File: config.mk
export PLATFORM = sky130hd
export DESIGN_NAME = instr_fetch
export DESIGN_NICKNAME = d
export VERILOG_FILES = /design/src/rtl/instr_fetch.sv
export SDC_FILE = /design/constraint.sdc
export NUM_CORES = 1
export LEC_CHECK = 0
export ABC_AREA = 1
export BUFFER_PORTS_ARGS = -buffer_cell sky130_fd_sc_hd__buf_2
export CORE_MARGIN = 5
export CORE_UTILIZATION = 54
export CTS_CLUSTER_SIZE = 12
export DETAILED_ROUTE_END_ITERATION = 7
export PLACE_DENSITY_LB_ADDON = 0.15
export SLEW_MARGIN = 20
export SYNTH_ARGS = -nofsm -noshare
export SYNTH_HDL_FRONTEND = slang
export SYNTH_SLANG_ARGS = --single-unit
File: constraint.sdc
create_clock -name clk -period 2.1 [get_ports clk]
set_clock_uncertainty 0.05 [all_clocks]
set_input_delay 0.42 -clock clk [delete_from_list [all_inputs] [get_ports clk]]
set_output_delay 0.42 -clock clk [all_outputs]
set_load 0.05 [all_outputs]
File: src/rtl/instr_fetch.sv
// Instruction fetch unit: owns the PC, fetches one word at a time over req/gnt/rvalid,
// hands it to decode over valid/ready and follows branch/jump redirects from execute.
`timescale 1ns/1ps
module instr_fetch #(
  parameter logic [31:0] RESET_PC  = 32'h0000_0000,
  parameter int unsigned ADDR_W    = 14,
  parameter logic [31:0] NOP_INSTR = 32'h0000_0013
) (
  input  logic              clk,
  input  logic              rst,
  output logic              imem_req,
  output logic [ADDR_W-1:0] imem_addr,
  input  logic              imem_gnt,
  input  logic              imem_rvalid,
  input  logic [31:0]       imem_rdata,
  input  logic              redirect_valid,
  input  logic [31:0]       redirect_pc,
  output logic              instr_valid,
  input  logic              instr_ready,
  output logic [31:0]       instruction,
  output logic [31:0]       pc,
  output logic              fetch_err,
  output logic [2:0]        o_dbg_state
);

  // Handshakes: a word moves to decode on a cycle with instr_valid && instr_ready; while
  // instr_valid && !instr_ready, instruction and pc hold. A memory request is taken on
  // imem_req && imem_gnt and answered by exactly one later imem_rvalid pulse.
  typedef enum logic [2:0] {
    S_IDLE = 3'd0,
    S_REQ  = 3'd1,
    S_WAIT = 3'd2,
    S_KILL = 3'd3,
    S_HOLD = 3'd4,
    S_ERR  = 3'd5
  } state_t;

  state_t      r_state;
  logic [31:0] r_pc_q;
  logic [31:0] r_fetch_pc;
  logic [31:0] r_instruction;
  logic [31:0] r_pc;
  logic        r_instr_valid;
  logic        r_fetch_err;

  state_t      w_state_nxt;
  logic [31:0] w_pc_q_nxt;
  logic [31:0] w_fetch_pc_nxt;
  logic [31:0] w_instr_nxt;
  logic [31:0] w_pc_nxt;
  logic        w_valid_nxt;
  logic        w_err_nxt;
  logic        w_redir;
  logic        w_redir_bad;

  assign w_redir     = redirect_valid && (r_state != S_IDLE) && (r_state != S_ERR);
  assign w_redir_bad = w_redir && (redirect_pc[1:0] != 2'b00);

  assign imem_req    = (r_state == S_REQ);
  assign imem_addr   = r_pc_q[ADDR_W+1:2];
  assign instr_valid = r_instr_valid;
  assign instruction = r_instruction;
  assign pc          = r_pc;
  assign fetch_err   = r_fetch_err;
  assign o_dbg_state = r_state;

  always_ff @(posedge clk or negedge rst) begin
    if (!rst) begin
      r_state       <= S_IDLE;
      r_pc_q        <= RESET_PC;
      r_fetch_pc    <= RESET_PC;
      r_instruction <= NOP_INSTR;
      r_pc          <= RESET_PC;
      r_instr_valid <= 1'b0;
      r_fetch_err   <= 1'b0;
    end else begin
      r_state       <= w_state_nxt;
      r_pc_q        <= w_pc_q_nxt;
      r_fetch_pc    <= w_fetch_pc_nxt;
      r_instruction <= w_instr_nxt;
      r_pc          <= w_pc_nxt;
      r_instr_valid <= w_valid_nxt;
      r_fetch_err   <= w_err_nxt;
    end
  end

  always_comb begin
    w_state_nxt    = r_state;
    w_pc_q_nxt     = r_pc_q;
    w_fetch_pc_nxt = r_fetch_pc;
    w_instr_nxt    = r_instruction;
    w_pc_nxt       = r_pc;
    w_valid_nxt    = r_instr_valid;
    w_err_nxt      = r_fetch_err;
    if (w_redir_bad) begin
      w_state_nxt = S_ERR;
      w_err_nxt   = 1'b1;
      w_valid_nxt = 1'b0;
      w_instr_nxt = NOP_INSTR;
    end else if (w_redir) begin
      // A granted-but-unanswered request is stale; KILL swallows its response.
      w_pc_q_nxt  = redirect_pc;
      w_valid_nxt = 1'b0;
      w_instr_nxt = NOP_INSTR;
      case (r_state)
        S_REQ:   w_state_nxt = imem_gnt ? S_KILL : S_REQ;
        S_WAIT:  w_state_nxt = imem_rvalid ? S_REQ : S_KILL;
        S_KILL:  w_state_nxt = imem_rvalid ? S_REQ : S_KILL;
        S_HOLD:  w_state_nxt = S_REQ;
        default: w_state_nxt = r_state;
      endcase
    end else begin
      case (r_state)
        S_IDLE: w_state_nxt = S_REQ;
        S_REQ: begin
          if (imem_gnt) begin
            w_fetch_pc_nxt = r_pc_q;
            w_pc_q_nxt     = r_pc_q + 32'd4;
            w_state_nxt    = S_WAIT;
          end
        end
        S_WAIT: begin
          if (imem_rvalid) begin
            w_instr_nxt = imem_rdata;
            w_pc_nxt    = r_fetch_pc;
            w_valid_nxt = 1'b1;
            w_state_nxt = S_HOLD;
          end
        end
        S_KILL: begin
          if (imem_rvalid) w_state_nxt = S_REQ;
        end
        S_HOLD: begin
          if (instr_ready) begin
            w_valid_nxt = 1'b0;
            w_instr_nxt = NOP_INSTR;
            w_state_nxt = S_REQ;
          end
        end
        S_ERR:   w_state_nxt = S_ERR;
        default: w_state_nxt = S_IDLE;
      endcase
    end
  end

endmodule

-- Word-level counts from Yosys, hierarchy flattened
Cells that the tools add are included.
- muxes and demuxes: 23
- divide/modulo/power cells: 0
- $add $sub $neg: 1
- reductions and logical operators: 15
- shift-type cells: 0
- equality and inequality tests: 11
- $lt $le $gt $ge: 0
- multipliers: 0
- bitwise logic cells: 2
- operators with widths (operator ; number):
    two-way mux 32 bit ; 7
    one-hot mux 32 bit (2 select lines) ; 1
    adder 32 x 3 -> 32 bit (second input constant) ; 1
    two-way mux 3 bit ; 6
    one-hot mux 3 bit (6 select lines) ; 1
    inequality test 4 bit (second input constant) ; 3
    one-hot mux 3 bit (3 select lines) ; 1
    AND reduction 4 bit ; 2
    == test 3 x 2 -> 1 bit (second input constant) ; 2
    == test 3 bit (second input constant) ; 2
    AND reduction 3 bit ; 2
    nonzero test 2 bit ; 3
    inequality test 5 x 3 -> 1 bit (second input constant) ; 1
    AND reduction 5 bit ; 1
    two-way mux 1 bit ; 4
    two-way mux 2 bit ; 2
    inequality test 4 x 1 -> 1 bit (second input constant) ; 1
    nonzero test 4 bit ; 1
    == test 3 x 1 -> 1 bit (second input constant) ; 1
    logical AND 1 bit ; 3
    zero test 3 bit ; 1
    inequality test 3 bit (second input constant) ; 1
    nonzero test 3 bit ; 1
    inverter 1 bit ; 2
    2 further kinds ; 2
- latch bits: 0
- output and inout bits: 84
- word-level logic and storage cells: 59
- memory bits (writable): 0
- input port bits: 70
- memories: 0
- register bits after elaboration: 133
- bits in read-only memories: 0

-- Depth between registers and ports, before layout
Gate-level depths: netlist (run 1).
- depth after elaboration: 6
- depth in mapped cells: 10
- gate-level depth less buffers: 10

-- Worst setup path before layout (run 1)
OpenSTA, ideal clock, no wires.
- path kind: flip-flop to flip-flop
- start point: register r_state[0], in the netlist o_dbg_state[0]
- end point: register r_fetch_pc[5]
- library setup time: 121 ps
- path slack: 139 ps
- stages on the path, launching flop included: 7
- arrival: 1790 ps
- clock period less this slack: 1961 ps
- cells stage by stage: dfrtp_1 nand3_1 inv_1 nand3_4 buf_2 nand2_1 o21ai_1
- elaborated cells on any way between the ends: 9
- classes of those cells: eq/ne (2); bitwise (2); reduce/logical (5)
- RTL lines (item ; RTL line ; text):
    start, declared ; 38 ; state_t r_state;
    start signal, assigned ; 77 ; r_state <= w_state_nxt;
    == test 3 x 1 -> 1 bit ; -- ;
    net imem_req ; 11 ; output logic imem_req,
    AND reduction 4 bit (no line) ; -- ;
    end signal, assigned ; 79 ; r_fetch_pc <= w_fetch_pc_nxt;
    end, declared ; 40 ; logic [31:0] r_fetch_pc;
The timed path passes the listed nets, and every way through them passes these cells.
A chain may end at the register's enable or synchronous reset.

-- Worst setup path after layout (run 1)
- start point: register r_state[2], in the netlist o_dbg_state[2]
- end point: output imem_req
- longest elaborated chain between the ends: 1
- RTL lines (item ; RTL line ; text):
    == test 3 x 1 -> 1 bit ; 59 ; assign imem_req = (r_state == S_REQ);
    end, declared ; 11 ;
Every way passes these cells.

==> flow_metrics.py, run 1 <==
metrics = {
    "run_status": {
        "status": "complete, no violations",
    },
    "place": {
        "dp_slack_ps": 196.0,
        "gp_congestion": 0.8937,
        "port_buffers": 153,
        "hpwl_mm": 11.56,
    },
    "timing": {
        "fmax_mhz": 502.6,
        "maxSlewViolCount": 0,
        "layout_setup_ws_ps": 110.2,
        "fin_crit_sh_pct": 94.75,
        "min_period_ps": 1990,
        "slew_headroom_pct": 59.41,
        "tightest_slew_ps": 608.9,
        "setup_viol": 0,
        "hold_viol": 0,
        "grt_setup_unrepaired": "no",
        "tns_ps": 0,
    },
    "critical_path": {
        "crit_path_start_kind": "register",
        "cp_num_buf_inv": 3,
        "end_kind": "output pin",
        "cpPeakStageDelay_ps": 430,
        "critPathKind": "register to output pin",
        "required_ps": 1630,
        "crit_path_cell_trace": "inv_1, nand3_1, inv_2, clkbuf_4",
        "crit_fanout": 6,
        "cp_slowest_cell": "dfrtp_1",
        "critPathTopFamily": "buffers and inverters",
        "arrival_ps": 1520,
    },
    "floorplan": {
        "initial_core_util_pct": 54.39,
        "io_pins": 154,
        "chipWidth_um": 119.3,
        "fp-row-count": 40,
        "fp.dieArea_um2": 14230,
        "die_y_um": 119.3,
        "core_area_um2": 11860,
    },
    "final_layout": {
        "area_growth_syn_to_layout_pct": 22.19,
        "nets": 1073,
        "final_cell_mix": "nand2_1 (397), buf_2 (151), dfrtp_1 (130)",
        "multi_input_area_um2": 2634,
        "area.sequential_um2": 3332,
        "drive_gt1_share_pct": 21.03,
        "num_antenna_cells": 0,
        "fillers": 1051,
        "mostFrequentLayoutCell": "nand2_1",
    },
    "global_route": {
        "grt_max_degree": 65,
        "grt_usage_pct": 22.78,
        "grt_pass1_vias": 5430,
        "grt_pass1_wl_mm": 26.30,
        "grt_antenna_before_repair": 0,
        "grt.overflow.total": 0,
    },
    "cts": {
        "cts_tree": "yes",
        "clkSinkCount": 133,
        "htree_levels": 4,
        "path_clk_slew_ps": 60,
        "clk_latency_ps": 410,
        "clock_path_buffers": 2,
        "cts_buffers": 17,
        "cts_setup_buffers": 0,
        "clock-root-buffer": "clkbuf_16",
    },
    "routing": {
        "avgViaCountPerCell": 5.032,
        "drt_iter0_drc": 416,
        "ant_nets": 0,
        "drc": 0,
        "vias": 5837,
        "detail_route.wl_per_cell_um": 13.81,
        "dr.pass1.iters": 5,
        "wl_mm": 16.02,
    },
    "run": {
        "maxCapViolations": 0,
    },
    "synth": {
        "yosysTopAreaCellShare_pct": 50.43,
        "yosysWarningCount": 0,
        "ys_ff_latch": 133,
        "synth.cell_area_um2": 6451,
        "synth_edf_count": 0,
        "postSynthCellCount": 863,
        "yosysSeqAreaShare_pct": 51.65,
        "yosysTopAreaCell": "dfrtp_1",
        "syn_nets": 934,
        "synth_cell_types": 26,
        "synthArstFlopShare_pct": 100.0,
        "synthFlopType": "dfrtp_1",
        "syn_avg_cell_area_um2": 7.475,
        "ys_top_cells_by_area": "dfrtp_1 (50%), nand2_1 (23%), nor2_1 (6.2%)",
    },
    "pwr": {
        "cellLeakagePower_nw": 4.350,
        "power.density_nw_per_um2": 1640,
        "ir_drop_mv": 0.8638,
    },
    "worst_hold_path": {
        "worstHoldPathType": "primary input to register",
    },
}
synthesized netlist by cell type (2+ instances only):
master    count
o211ai_1      2
inv_1        49
nand4_1       2
nor2_1      107
buf_2        15
nand2_2       4
nand3b_1      3
nand2_1     397
buf_4        21
o21ai_0      14
buf_6         4
nand3_4       3
dfrtp_1     130
nand3_1      47
inv_2         4
o21ai_1      45
clkbuf_1      3
nor2_2        3
dfstp_2       3
cell families (layout without fill, tap and decap cells):
group                    after synthesis  count (layout)  synth area share, %
XOR/XNOR                               1               1               0.1358
AND/OR/NAND/NOR                      570             570                35.55
adder cells (fa/ha/maj)                1               1               0.1939
buffers and inverters                 96             246                7.564
AO/OA/AOI/OAI                         62              62                4.907
flip-flops                           133             133                51.65
report_power, final:
group | internal (W) | switching, W | total [W]
combinational | 0.00145 | 0.00421 | 0.00566
clock | 0.00198 | 0.00108 | 0.00305
sequential | 0.00350 | 0.000718 | 0.00422
total | 0.00692 | 0.00601 | 0.0129
area by class of cell:
type                    count  area share (%)
clock buffers              18           5.444
multi-input cells         634           33.41
flip-flops and latches    133           42.27
well taps                 147           2.333
clock inverters            12           2.302
repair buffers            163           11.71
inverters                  53           2.524
final timing paths:
| kind | from | to | slack (ps) | depth (start not counted) |
|---|---|---|---|---|
| worst max-delay path | o_dbg_state[2]$_DFFE_PN0P_ | imem_req | 110 | 4 |
| worst min register to register | instruction[17]$_DFFE_PN0P_ | instruction[17]$_DFFE_PN0P_ | 420 | 2 |
| worst min-delay path | imem_rdata[6] | instruction[6]$_DFFE_PN0P_ | 160 | 3 |
| worst max register to register | o_dbg_state[1]$_DFFE_PN0P_ | r_pc_q[8]$_DFFE_PN0P_ | 140 | 7 |
| max in group asynchronous | rst | instruction[4]$_DFFE_PN1P_ | 930 | 3 |
| min in group asynchronous | rst | instruction[31]$_DFFE_PN0P_ | 470 | 2 |
sequential cells by signal, summed over array words and instances, names as in the netlist:
register     flops
pc              32
fetch_err        1
r_pc_q          32
r_fetch_pc      32
instruction     32
o_dbg_state      3
instr_valid      1
tightest hold or removal path: cells and delay by family:
family                 cells  cell delay [ps]
buffers and inverters      1               70
and+or+nand+nor            2               90
repair_timing:
| item | 4_1_cts | 5_1_grt |
|---|---|---|
| endpoints found under the setup margin | 0 | 2 |
| hold buffers | 1 | 0 |
| endpoints found under the hold margin | 30 | 0 |
| gates resized for setup | 0 | 3 |
layer usage:
metal	up-vias	track usage, %	share of wire (%)
li1	2945	-	-
met4	0	6.013	1.0
met3	15	5.223	7.4
met5	-	0	0
met2	213	35.15	45
met1	2664	32.63	47
stage by stage:
stage / util [%] / hold WS (ps) / power (W) / cells / instance area [um2]
2_1_floorplan: - / 74.41 / 0.008670 / 863 / 6451
3_3_place_gp: 61.18 / 363.2 / 0.009787 / 1129 / 7257
3_5_place_dp: 61.18 / 359.6 / 0.009879 / 1129 / 7257
4_1_cts: 66.41 / 149.5 / 0.01300 / 1160 / 7878
5_1_grt: 66.46 / 159.4 / 0.01377 / 1160 / 7883
6_report: 66.46 / 159.2 / 0.01293 / 1160 / 7883
(Power assumes the default switching activity.)
==> inputs of run 2 (changes only) <==
--- a/config.mk
+++ b/config.mk
@@ -11,7 +11,7 @@
 export CORE_UTILIZATION = 54
 export CTS_CLUSTER_SIZE = 12
 export DETAILED_ROUTE_END_ITERATION = 7
-export PLACE_DENSITY_LB_ADDON = 0.15
+export PLACE_DENSITY = 0.87
 export SLEW_MARGIN = 20
 export SYNTH_ARGS = -nofsm -noshare
 export SYNTH_HDL_FRONTEND = slang
==> run 2 against run 1 <==
  * Combinational power about the same
  * Via count up 2.5%
  * Routed wire length up 1.4%
  * Cell count up 0.43%
  * Die area unchanged
  * First-iteration DRC count up 9.4%
  * Flip-flop and latch count unchanged
==> flow_metrics.py, run 2 (same netlist as run 1, synthesis figures left out) <==
metrics = {
    "pwr": {
        "total_power_w": 0.01291,
        "ir_drop_mv": 0.8441,
        "cellLeakagePower_nw": 4.366,
        "comb_power_share_pct": 43.9,
        "swShare_pct": 46.66,
        "power_frac_seq_pct": 32.9,
        "p_sw_w": 0.006025,
        "power.density_nw_per_um2": 1639,
        "p_int_w": 0.006886,
        "pwr-share-clk_pct": 23.2,
    },
    "timing": {
        "hold_ws_ps": 160.2,
        "slew_headroom_pct": 68.01,
        "grt_setup_unrepaired": "no",
        "fin_crit_sh_pct": 96.77,
        "min_period_ps": 2032,
        "setup_viol": 0,
        "tns_ps": 0,
        "tightest_slew_ps": 479.8,
        "hold_viol": 0,
        "maxSlewViolCount": 0,
        "fmax_mhz": 492.1,
    },
    "place": {
        "numPlacedInstances": 1132,
        "gp_congestion": 0.9831,
        "dpl_cell_area_um2": 7258,
        "hpwl_mm": 11.62,
        "port_buffers": 153,
    },
    "global_route": {
        "grt.overflow.total": 0,
        "grt_pass1_vias": 5804,
        "grt_max_degree": 62,
        "grt_antenna_before_repair": 0,
        "grt_usage_pct": 23.69,
        "grt_pass1_wl_mm": 27.23,
    },
    "floorplan": {
        "fp-row-count": 40,
        "io_pins": 154,
        "die_y_um": 119.3,
        "fp.dieArea_um2": 14230,
        "core_area_um2": 11860,
        "chipWidth_um": 119.3,
        "initial_core_util_pct": 54.39,
    },
    "run_status": {
        "status": "complete, no violations",
    },
    "final_layout": {
        "area_growth_syn_to_layout_pct": 22.09,
        "stdcell_area_um2": 7876,
        "mostFrequentLayoutCell": "nand2_1",
        "nets": 1076,
        "final_cell_mix": "nand2_1 (397), buf_2 (151), dfrtp_1 (130)",
        "drive_gt1_share_pct": 21.12,
        "num_antenna_cells": 0,
        "finalNonFillerCells": 1165,
    },
    "cts": {
        "cts_setup_buffers": 0,
        "htree_levels": 4,
        "clkSinkCount": 133,
        "clock-root-buffer": "clkbuf_16",
        "cts_buffers": 17,
        "cts_tree": "yes",
        "clk_latency_ps": 420,
        "clock_path_buffers": 2,
        "path_clk_slew_ps": 50,
    },
    "critical_path": {
        "crit-reg2reg-launch": "r_pc_q[2]$_DFFE_PN0P_",
        "crit_path_start_kind": "register",
        "arrival_ps": 1560,
        "critPathKind": "register to output pin",
        "crit_fanout": 6,
        "crit_start": "o_dbg_state[2]$_DFFE_PN0P_",
        "end_kind": "output pin",
        "required_ps": 1630,
    },
    "routing": {
        "avgViaCountPerCell": 5.135,
        "dr.pass1.iters": 5,
        "drc": 0,
        "ant_nets": 0,
        "vias": 5982,
        "detail_route.wl_per_cell_um": 13.95,
        "drt_iter0_drc": 455,
        "wl_mm": 16.25,
    },
    "worst_hold_path": {
        "holdCritStartpoint": "imem_rdata[12]",
        "worstHoldPathType": "primary input to register",
    },
    "run": {
        "maxCapViolations": 0,
    },
}
[run 2: cell types whose count changed in the layout (fill, tap and decap cells not counted), moves of 2 or more]
cell | previous run | this run
clkinv_4 | 2 | 0
buf_12 | 6 | 4
buf_4 | 4 | 9
clkinv_2 | 1 | 4
clkbuf_1 | 1 | 3
clkbuf_8 | 0 | 3
clkinvlp_4 | 4 | 2
[run 2: routing by layer]
| metal | vias to the layer above | wire length, um | GRT usage (%) |
|---|---|---|---|
| li1 | 2956 | - | - |
| met1 | 2674 | 7078 | 31.48 |
| met2 | 298 | 7375 | 37.20 |
| met3 | 54 | 1229 | 5.318 |
| met4 | 0 | 562 | 10.81 |
| met5 | - | 0 | 0 |
[run 2: final cells by class]
type | instances | area [um2]
Multi-Input combinational cell | 634 | 2634
Timing Repair Buffer | 166 | 924.6
Sequential cell | 133 | 3332
Fill cell | 999 | 3985
Clock inverter | 9 | 125.1
Tap cell | 147 | 183.9
Inverter | 53 | 198.9
Clock buffer | 23 | 478.0
[run 2: stage by stage]
step / worst slack, ps / util [%]
detailed placement: 160.1 / 61.19
floorplan: 138.5 / -
global route: 16.94 / 66.40
global placement: 235.7 / 61.19
finish: 67.90 / 66.40
CTS: 15.82 / 66.36
[run 2: what timing repair did]
action                                 in CTS  in global routing
endpoints found under the hold margin      40                  0
resized for setup                           0                  3
hold buffers                                1                  0
setup endpoints to repair                   0                  2
[run 2: critical path: stages (launching register included)]
cell and delay, ps:
dfrtp_1 440, inv_1 110, nand3_1 190, inv_1 180, buf_4 220
[run 2: final timing paths]
| path | endpoint | slack [ps] | cells past startpoint |
|---|---|---|---|
| worst max-delay path | imem_req | 70 | 4 |
| worst min register to register | pc[22]$_DFFE_PN0P_ | 410 | 2 |
| worst max register to register | r_pc_q[28]$_DFFE_PN0P_ | 150 | 10 |
| max in group asynchronous | pc[13]$_DFFE_PN0P_ | 970 | 3 |
| worst min-delay path | instruction[12]$_DFFE_PN0P_ | 160 | 3 |
| min in group asynchronous | pc[3]$_DFFE_PN0P_ | 470 | 2 |
[run 2: power groups by stage]
stage                     sequential [W]  clock [W]  combinational [W]
after floorplan                  0.00545          0            0.00322
after global placement           0.00421          0            0.00552
final                            0.00425    0.00300            0.00567
after CTS                        0.00423    0.00305            0.00567
after global routing             0.00436    0.00318            0.00622
after detailed placement         0.00425          0            0.00561
==> inputs of run 3 (changes only) <==
--- a/config.mk
+++ b/config.mk
@@ -6,7 +6,7 @@
 export NUM_CORES = 1
 export LEC_CHECK = 0
 export ABC_AREA = 1
-export BUFFER_PORTS_ARGS = -buffer_cell sky130_fd_sc_hd__buf_2
+export BUFFER_PORTS_ARGS = -buffer_cell sky130_fd_sc_hd__buf_4
 export CORE_MARGIN = 5
 export CORE_UTILIZATION = 54
 export CTS_CLUSTER_SIZE = 12
==> run 3 against run 2 <==
  * Total power increased by 2.1%
  * Critical path type unchanged
  * Highest routed layer unchanged
  * First-iteration DRC count increased by 5.7%
  * Largest power group unchanged
  * Final area increased by 4.1%
  * Cell count decreased by 0.43%
  * Largest cell class unchanged
  * Critical endpoint unchanged
  * Sequential power about the same
==> flow_metrics.py, run 3 (same netlist as run 1, synthesis figures left out) <==
metrics = {
    "global_route": {
        "use_met2_pct": 37.73,
        "gr-usage-met3_pct": 5.318,
        "grt.busiest_layer": "met2",
        "grt_pass1_wl_mm": 27.34,
        "grt_usage_pct": 23.46,
        "grt_pass1_vias": 5855,
        "grt.overflow.total": 0,
        "grt_max_degree": 134,
        "use_met1_pct": 31.39,
        "grt_antenna_before_repair": 0,
    },
    "timing": {
        "tightest_slew_ps": 693.1,
        "setup_viol": 0,
        "maxSlewViolCount": 0,
        "min_period_ps": 2000,
        "slew_headroom_pct": 53.79,
        "fmax_mhz": 499.9,
        "tns_ps": 0,
        "fin_crit_sh_pct": 95.26,
        "hold_viol": 0,
        "grt_setup_unrepaired": "yes",
    },
    "critical_path": {
        "end_kind": "output pin",
        "cp_slowest_cell": "dfrtp_1",
        "critPathKind": "register to output pin",
        "cpPeakStageDelay_ps": 430,
        "cpMostUsedCell": "inv_1",
        "crit_path_start_kind": "register",
        "required_ps": 1630,
        "crit_path_cell_trace": "inv_1, nand3_1, inv_1, buf_4",
        "crit_fanout": 4,
        "arrival_ps": 1530,
    },
    "cts": {
        "cts_tree": "yes",
        "htree_levels": 4,
        "clkSinkCount": 133,
        "cts_buffers": 17,
        "clk_latency_ps": 410,
        "path_clk_slew_ps": 60,
        "clock-root-buffer": "clkbuf_16",
        "clock_path_buffers": 2,
    },
    "worst_hold_path": {
        "worstHoldPathType": "primary input to async pin",
    },
    "floorplan": {
        "io_pins": 154,
        "die_y_um": 119.3,
        "initial_core_util_pct": 54.39,
        "fp-row-count": 40,
        "fp.dieArea_um2": 14230,
        "chipWidth_um": 119.3,
        "core_area_um2": 11860,
    },
    "place": {
        "port_buffers": 153,
        "hpwl_mm": 11.62,
        "gp_congestion": 0.9849,
        "dpl_cell_area_um2": 7592,
    },
    "routing": {
        "drc": 0,
        "ant_nets": 0,
        "dr.pass1.iters": 5,
        "detail_route.wl_per_cell_um": 14.09,
        "wl_mm": 16.35,
        "vias": 5896,
        "drt_iter0_drc": 481,
        "avgViaCountPerCell": 5.083,
    },
    "run_status": {
        "status": "complete, no violations",
    },
    "final_layout": {
        "final_cell_mix": "nand2_1 (397), buf_4 (157), dfrtp_1 (130)",
        "nets": 1071,
        "drive_gt1_share_pct": 21.22,
        "mostFrequentLayoutCell": "nand2_1",
        "area_growth_syn_to_layout_pct": 27.15,
        "stdcell_area_um2": 8203,
        "num_antenna_cells": 0,
    },
    "pwr": {
        "cellLeakagePower_nw": 4.392,
        "ir_drop_mv": 0.8931,
        "power.density_nw_per_um2": 1607,
    },
    "run": {
        "maxCapViolations": 0,
    },
}
[run 3: timing repair]
action,in CTS,in global routing
hold buffers,0,0
endpoints found under the setup margin,0,13
buffers inserted,0,0
gates resized for setup,0,8
[run 3: final cells by class]
class                      count  area (um2)
fill                         985        3659
sequential                   133        3332
multi-input combinational    634        2641
timing repair buffer         161        1250
clock buffer                  18       439.2
inverter                      53       203.9
tap                          147       183.9
clock inverter                14       152.6
[run 3: final timing paths]
| check | start | end | slack [ps] | depth (start not counted) |
|---|---|---|---|---|
| hold reg to reg | r_fetch_pc[8]$_DFFE_PN0P_ | pc[8]$_DFFE_PN0P_ | 420 | 2 |
| setup / recovery | o_dbg_state[1]$_DFFE_PN0P_ | imem_req | 100 | 4 |
| setup reg to reg | r_pc_q[2]$_DFFE_PN0P_ | r_pc_q[28]$_DFFE_PN0P_ | 150 | 10 |
| max in group asynchronous | rst | r_fetch_pc[21]$_DFFE_PN0P_ | 1420 | 2 |
| min in group clk | imem_rdata[5] | instruction[5]$_DFFE_PN0P_ | 160 | 3 |
| hold / removal | rst | r_pc_q[3]$_DFFE_PN0P_ | 60 | 2 |
[run 3: per-stage QoR]
stage | total power [W] | setup WS, ps | utilization (%) | hold WS (ps) | instances
finish | 0.01318 | 99.64 | 69.16 | 59.98 | 1160
global route | 0.01401 | -13.96 | 69.16 | 122.0 | 1160
CTS | 0.01320 | 75.15 | 69.00 | 103.5 | 1160
detailed placement | 0.01024 | 162.6 | 64.01 | 403.8 | 1128
global placement | 0.01009 | 223.3 | 64.01 | 399.2 | 1128
floorplan | 0.008670 | 138.5 | - | 74.41 | 863
[run 3: layer usage]
layer	up-vias	part of all wire [%]
met2	227	48
met1	2697	43
met5	-	0
li1	2946	-
met4	0	1.8
met3	26	7.1
[run 3: where the power goes]
group | switching, W | internal (W)
combinational | 0.00425 | 0.00176
clock | 0.00112 | 0.00179
sequential | 0.000760 | 0.00350
[run 3: worst max-delay path, delay by kind of cell, from the launching register on]
kind          cells  cell delay, ps
buf+inv           3             520
flops             1             430
simple gates      1             180
